--- src/rtl/tx_mii_arbiter.sv ---
// Two-source MII transmit arbiter: grants the PHY port to A or B, forwards the
// granted nibbles with one cycle of latency, enforces the IFG and aborts bad frames.
module tx_mii_arbiter #(
  parameter int unsigned IFG_NIBBLES = 24,
  parameter int unsigned MAX_NIBBLES = 3052,
  parameter int unsigned START_TO    = 16,
  parameter bit          FIXED_PRIO  = 1'b0
) (
  input  logic       phy_txclk,
  input  logic       reset,
  input  logic       req_a,
  input  logic [3:0] a_txd,
  input  logic       a_txen,
  input  logic       req_b,
  input  logic [3:0] b_txd,
  input  logic       b_txen,
  output logic       gnt_a,
  output logic       gnt_b,
  output logic [3:0] phy_txd,
  output logic       phy_txen,
  output logic       phy_txer,
  output logic       frame_done,
  output logic       abort,
  output logic       busy
);

  typedef enum logic [2:0] {
    IDLE,
    GRANT,
    XMIT,
    ABORT,
    IFG
  } state_t;

  localparam logic [11:0] IFG_LAST = 12'(IFG_NIBBLES - 1);
  localparam logic [11:0] TO_LAST  = 12'(START_TO - 1);
  localparam logic [11:0] MAX_CNT  = 12'(MAX_NIBBLES);

  state_t      state_q, state_d;
  logic        gnt_a_q, gnt_a_d;
  logic        gnt_b_q, gnt_b_d;
  logic        last_b_q, last_b_d;
  logic [11:0] cnt_q, cnt_d;
  logic [3:0]  txd_q, txd_d;
  logic        txen_q, txen_d;
  logic        txer_q, txer_d;
  logic        frame_done_q, frame_done_d;
  logic        abort_q, abort_d;

  logic        win_b;
  logic        src_txen;
  logic [3:0]  src_txd;

  // Only the granted source is ever looked at; the other one is ignored.
  assign src_txen = gnt_b_q ? b_txen : a_txen;
  assign src_txd  = gnt_b_q ? b_txd  : a_txd;

  always_comb begin
    win_b = 1'b0;
    if (req_a && req_b) begin
      win_b = FIXED_PRIO ? 1'b0 : !last_b_q;
    end else begin
      win_b = req_b;
    end
  end

  always_comb begin
    state_d      = state_q;
    gnt_a_d      = gnt_a_q;
    gnt_b_d      = gnt_b_q;
    last_b_d     = last_b_q;
    cnt_d        = cnt_q;
    txd_d        = txd_q;
    txen_d       = txen_q;
    txer_d       = txer_q;
    frame_done_d = 1'b0;
    abort_d      = 1'b0;

    case (state_q)
      IDLE: begin
        if (req_a || req_b) begin
          gnt_a_d  = !win_b;
          gnt_b_d  = win_b;
          last_b_d = win_b;
          cnt_d    = 12'd0;
          state_d  = GRANT;
        end
      end

      GRANT: begin
        if (src_txen) begin
          txen_d  = 1'b1;
          txd_d   = src_txd;
          cnt_d   = 12'd1;
          state_d = XMIT;
        end else if (cnt_q == TO_LAST) begin
          gnt_a_d = 1'b0;
          gnt_b_d = 1'b0;
          abort_d = 1'b1;
          cnt_d   = 12'd0;
          state_d = IFG;
        end else begin
          cnt_d = cnt_q + 12'd1;
        end
      end

      XMIT: begin
        if (!src_txen) begin
          txen_d       = 1'b0;
          txd_d        = 4'd0;
          gnt_a_d      = 1'b0;
          gnt_b_d      = 1'b0;
          frame_done_d = 1'b1;
          cnt_d        = 12'd0;
          state_d      = IFG;
        end else if (cnt_q == MAX_CNT) begin
          // Oversize: spend one more cycle signalling the error to the PHY.
          txer_d  = 1'b1;
          txd_d   = 4'd0;
          state_d = ABORT;
        end else begin
          txd_d = src_txd;
          cnt_d = cnt_q + 12'd1;
        end
      end

      ABORT: begin
        txen_d  = 1'b0;
        txer_d  = 1'b0;
        txd_d   = 4'd0;
        gnt_a_d = 1'b0;
        gnt_b_d = 1'b0;
        abort_d = 1'b1;
        cnt_d   = 12'd0;
        state_d = IFG;
      end

      IFG: begin
        if (cnt_q == IFG_LAST) begin
          cnt_d   = 12'd0;
          state_d = IDLE;
        end else begin
          cnt_d = cnt_q + 12'd1;
        end
      end

      default: begin
        state_d = IDLE;
      end
    endcase
  end

  always_ff @(negedge phy_txclk or posedge reset) begin
    if (reset) begin
      state_q      <= IDLE;
      gnt_a_q      <= 1'b0;
      gnt_b_q      <= 1'b0;
      last_b_q     <= 1'b1;
      cnt_q        <= 12'd0;
      txd_q        <= 4'd0;
      txen_q       <= 1'b0;
      txer_q       <= 1'b0;
      frame_done_q <= 1'b0;
      abort_q      <= 1'b0;
    end else begin
      state_q      <= state_d;
      gnt_a_q      <= gnt_a_d;
      gnt_b_q      <= gnt_b_d;
      last_b_q     <= last_b_d;
      cnt_q        <= cnt_d;
      txd_q        <= txd_d;
      txen_q       <= txen_d;
      txer_q       <= txer_d;
      frame_done_q <= frame_done_d;
      abort_q      <= abort_d;
    end
  end

  assign gnt_a      = gnt_a_q;
  assign gnt_b      = gnt_b_q;
  assign phy_txd    = txd_q;
  assign phy_txen   = txen_q;
  assign phy_txer   = txer_q;
  assign frame_done = frame_done_q;
  assign abort      = abort_q;
  assign busy       = (state_q != IDLE);

endmodule

--- config.mk ---
export PLATFORM = sky130hd
export DESIGN_NAME = tx_mii_arbiter
export DESIGN_NICKNAME = d
export VERILOG_FILES = /design/src/rtl/tx_mii_arbiter.sv
export SDC_FILE = /design/constraint.sdc
export NUM_CORES = 1
export LEC_CHECK = 0
export CAP_MARGIN = 20
export CORE_MARGIN = 3
export CORE_UTILIZATION = 45
export DETAILED_ROUTE_END_ITERATION = 7
export GPL_TIMING_DRIVEN = 0
export PLACE_DENSITY = 0.69
export SKIP_CTS_REPAIR_TIMING = 1
export SYNTH_ARGS = -nofsm -noshare
export SYNTH_HDL_FRONTEND = slang
export SYNTH_SLANG_ARGS = --single-unit
--- constraint.sdc ---
create_clock -name phy_txclk -period 4.35 [get_ports phy_txclk]
set_clock_uncertainty 0.15 [all_clocks]
set_input_delay 0.87 -clock phy_txclk [delete_from_list [all_inputs] [get_ports phy_txclk]]
set_output_delay 0.87 -clock phy_txclk [all_outputs]
set_load 0.03 [all_outputs]
Yosys cells after proc, flatten, opt, wreduce, memory -nomap -nowiden
Cells that the tools add are included.
{"block": "classes", "add_sub_neg": 1, "n_eq_ne": 18, "mux": 38, "n_reduce_logical": 17}
{"cell": "two-way mux 12 bit", "count": 6}
{"cell": "one-hot mux 12 bit (5 select lines)", "count": 1}
{"cell": "two-way mux 3 bit", "count": 6}
{"cell": "two-way mux 4 bit", "count": 4}
{"cell": "!= test 2 bit (second input constant)", "count": 8}
{"cell": "one-hot mux 3 bit (5 select lines)", "count": 1}
{"cell": "two-way mux 1 bit", "count": 14}
{"cell": "adder 12 x 1 -> 12 bit (second input constant)", "count": 1}
{"cell": "== test 12 bit (second input constant)", "count": 1}
{"cell": "== test 12 x 4 -> 1 bit (second input constant)", "count": 1}
{"cell": "== test 12 x 5 -> 1 bit (second input constant)", "count": 1}
{"cell": "one-hot mux 4 bit (3 select lines)", "count": 1}
{"cell": "!= test 3 bit (second input constant)", "count": 3}
{"cell": "AND reduction 3 bit", "count": 3}
{"cell": "one-hot mux 1 bit (4 select lines)", "count": 2}
{"cell": "== test 3 x 2 -> 1 bit (second input constant)", "count": 2}
{"cell": "nonzero test 3 bit", "count": 2}
{"cell": "AND reduction 5 bit", "count": 1}
{"cell": "nonzero test 5 bit", "count": 1}
{"cell": "one-hot mux 1 bit (2 select lines)", "count": 2}
{"cell": "AND reduction 2 bit", "count": 2}
{"cell": "AND reduction 4 bit", "count": 1}
{"cell": "nonzero test 4 bit", "count": 1}
{"cell": "== test 3 x 1 -> 1 bit (second input constant)", "count": 1}
{"cell": "7 further kinds", "count": 8}
{"block": "word_totals", "regBits": 26, "input_bits": 14, "out_inout_bits": 11, "wordCells": 84}

Logic depth before layout (Yosys ltp)
{"block": "depth", "ltp_word": 5, "depth_mapped": 7, "mapped_depth_nobuf": 7}

==> summary.md <==
| Metric | Value |
|---|---|
| Initial drt markers | 77 |
| Worst-skew pair later-pin latency | 0.38 ns |
| Number of cells on the worst reg-to-reg path | 5 |
| Hold WC Path Type | register to register |
| Post-Synth Adder-Cell Area | 1.59% |
| Number of top-level pins | 25 |
| Post-synth top area share | 39.9% |
| Crit Reg-Reg Startpoint | cnt_q[10]$_DFFE_NP0P_ |
| Worst setup slack for register-to-register paths | 1.75 ns |
| Area share of and/or/nand/nor cells after synthesis | 23.5% |
| Main combinational cell family by area after synthesis | compound AO/OA/AOI/OAI gates |
| DP HPWL | 2680 µm |
| Remaining Overflow, GRT | 0 |
| Final routed DRC violation total | 0 |
| Gate count of the mapped netlist | 166 |
| Cell area reported after detailed placement | 1870 µm² |
| Mean number of vias per cell | 5.97 |
| H-tree Lvls | 1 |
| Overall via count from detail_route | 1551 |
| Flip-flop cell with the highest count after synthesis | dfrtn_1 |
| Clk Tree Root Cell | clkbuf_4 |
| Global placement routability congestion | 0.874 |
| Sequential-to-total area share from yosys stat | 41.5% |
| Synth Area in XOR/XNOR | 0% |
| Antenna violations before repair | 0 |
| Number of failing hold endpoints at the final stage | 0 |
| Number of input and output port buffers inserted | 24 |
| Cells taking the most area after synthesis | dfrtn_1 40%, o21ai_0 6.1%, a22o_1 3.9%, mux2i_1 3.8%, nor4_4 2.7% |
| Leading cell type in the layout, fill and taps excluded | dfrtn_1 |
| Fraction of final layout cells with drive strength greater than 1 | 25.5% |
| Area growth from synthesis to final layout | 40.1% |
| Netlist area before placement | 1570 µm² |
| RSZ-0062 raised after global routing | yes |
| Final worst-path setup slack | -0.149 ns |
| Worst slew margin relative to its limit | 59.4% |
| Dpl ws | -0.855 ns |
| Final net count | 233 |
| Count of flip-flops with a built-in enable after synthesis | 0 |
| P_leak | 1.12 nW |
| Routed wire length | 4390 µm |
| Wire length of the first global-routing pass | 6310 µm |
| Power per standard cell area | 624 nW/µm² |
| Beginning of the critical path | a_txen |
| Violations in the final reports | setup timing |
| Filler cell count | 263 |
| Die extent in y | 65.1 µm |
| Synthesized area divided by synthesized cell count | 9.45 µm² |
| Pin count of the biggest net entering global routing | 27 |
| Type of destination of the critical path | register |
| Final Max Tran Viols | 0 |
| Run status | finished with violations |
| Maximum resistive drop on vdd | 0.000274 V |
| Yosys top cell by area | dfrtn_1 |
| Yosys Warn Count | 0 |
| Chip Width | 65.1 µm |
| Flip-flop and latch area | 652 µm² |
| TritonCTS clock tree | built |
| Max FO, Critical Path | 6 |
| Worst hold-check slack | 0.302 ns |
| Post-synthesis net count | 182 |
| CP Launch Type | input pin |
| Reg-to-reg endpoint | cnt_q[8]$_DFFE_NP0P_ |
| GRT Util Overall | 18.9% |
| Final core area utilization | 69.2% |
| Final design instance area without fill | 2200 µm² |
| Number of nets still failing antenna checks after routing | 0 |
| Number of max-cap violations | 0 |
| First drt pass iteration count | 4 |
| Area enclosed by the die boundary | 4230 µm² |
| Compound-gate portion of the synthesized area | 25.6% |
| Core outline area | 3180 µm² |
| Combined area of the multi-input logic cells | 963 µm² |
| Asr flop ratio synth | 100% |
| Inserted Clock Buffers | 3 |
| Clock slew seen by the registers of the worst setup and hold paths | 0.10 ns |
| # diodes | 0 |
| Endpoint required time on the critical path | 2.21 ns |
| Slew at the pin closest to its max-slew limit | 0.605 ns |
| Number of library cell types mapped by synthesis | 40 |
| Commonest cells after routing, fill and taps aside | 25 x dfrtn_1, 21 x buf_4, 18 x o21ai_0, 12 x dlymetal6s2s_1, 11 x nor2_1 |
| Routed wirelength normalized by instance count | 16.9 µm |
| Final count of negative-setup-slack endpoints | 14 |
| Clock Tree Buf Depth | 2 |
| Starting density of the core | 49.4% |
| Multiplexer fraction of the synthesized cell area | 4.78% |
| Clk sink count | 26 |
| Via count of the first global-routing pass | 1373 |
| CP arrival | 2.36 ns |
| Number of rows created at floorplan | 20 |
| Crit path capture | cnt_q[8]$_DFFE_NP0P_ |
| Crit path kind | input pin to register |
| Count of state elements after synthesis | 26 |
==> final cells by class <==
cell class              instances  share of cell area (%)
plain buffers                   3                   0.569
clock buffers                   4                    1.20
clock inverters                 1                   0.171
inverters                       5                   0.854
multi-input cells             130                    43.8
flip-flops and latches         26                    29.7
well taps                      44                    2.50
repair buffers                 47                    21.2
==> per-stage QoR <==
step / std cells / TNS [ns] / total power [mW]
2_1_floorplan: 166 / -2.32 / 0.815
6_report: 260 / -1.07 / 1.37
3_3_place_gp: 234 / -14.79 / 0.993
4_1_cts: 238 / -10.27 / 1.12
3_5_place_dp: 234 / -14.97 / 1.01
5_1_grt: 260 / -1.95 / 1.46
==> cells by family (layout without fill, tap and decap cells) <==
logic type      count (synthesis)  count (layout)
simple gates                   61              62
compound gates                 58              59
flops                          26              26
buf+inv                        12              60
mux                             7               7
fa+ha+maj                       2               2
==> where the power goes <==
part	switching (mW)	internal, mW	total [mW]	leakage (nW)
Clock	0.0763	0.0372	0.114	0.0203
Combinational	0.480	0.408	0.888	0.758
Sequential	0.0637	0.307	0.371	0.342
==> synth_stat cells, drive strengths merged (5+ instances only) <==
cell type	number
a21oi	7
a22o	7
and3	6
clkbuf	5
dfrtn	25
inv	6
mux2i	6
nand2	11
nor2	12
nor2b	6
nor3	5
o21ai	26
==> registers in the layout, summed over array words and instances, names as in the netlist <==
register and flops:
gnt_b 1, frame_done 1, cnt_q 12, phy_txen 1, last_b_q 1, phy_txer 1
state_q 3, gnt_a 1, abort 1, phy_txd 4
==> layer usage <==
layer | wire length, µm | GRT usage, % | up-vias
met4 | 104 | 6.22 | 0
met5 | 0 | 0 | -
met1 | 1890 | 25.8 | 765
li1 | - | - | 722
met3 | 254 | 2.43 | 11
met2 | 2140 | 31.0 | 53
==> how the worst min path moves through the flow <==
stage / from / endpoint / slack, ns / depth (start not counted)
floorplan: last_b_q$_DFFE_NP1P_ / last_b_q$_DFFE_NP1P_ / 0.32 / 2
global placement: gnt_a$_DFFE_NP0P_ / gnt_a$_DFFE_NP0P_ / 0.29 / 1
detailed placement: gnt_a$_DFFE_NP0P_ / gnt_a$_DFFE_NP0P_ / 0.31 / 1
CTS: gnt_a$_DFFE_NP0P_ / gnt_a$_DFFE_NP0P_ / 0.32 / 1
global route: gnt_a$_DFFE_NP0P_ / gnt_a$_DFFE_NP0P_ / 0.33 / 1
finish: gnt_a$_DFFE_NP0P_ / gnt_a$_DFFE_NP0P_ / 0.30 / 1
==> worst max-delay path, cell delays in order <==
cell     delay (ns)
buf_6          0.09
mux2_4         0.30
nor4_4         0.41
o31a_4         0.29
nor2_4         0.07
a221o_1        0.31
No activity file was read; power rests on OpenSTA's default activity.
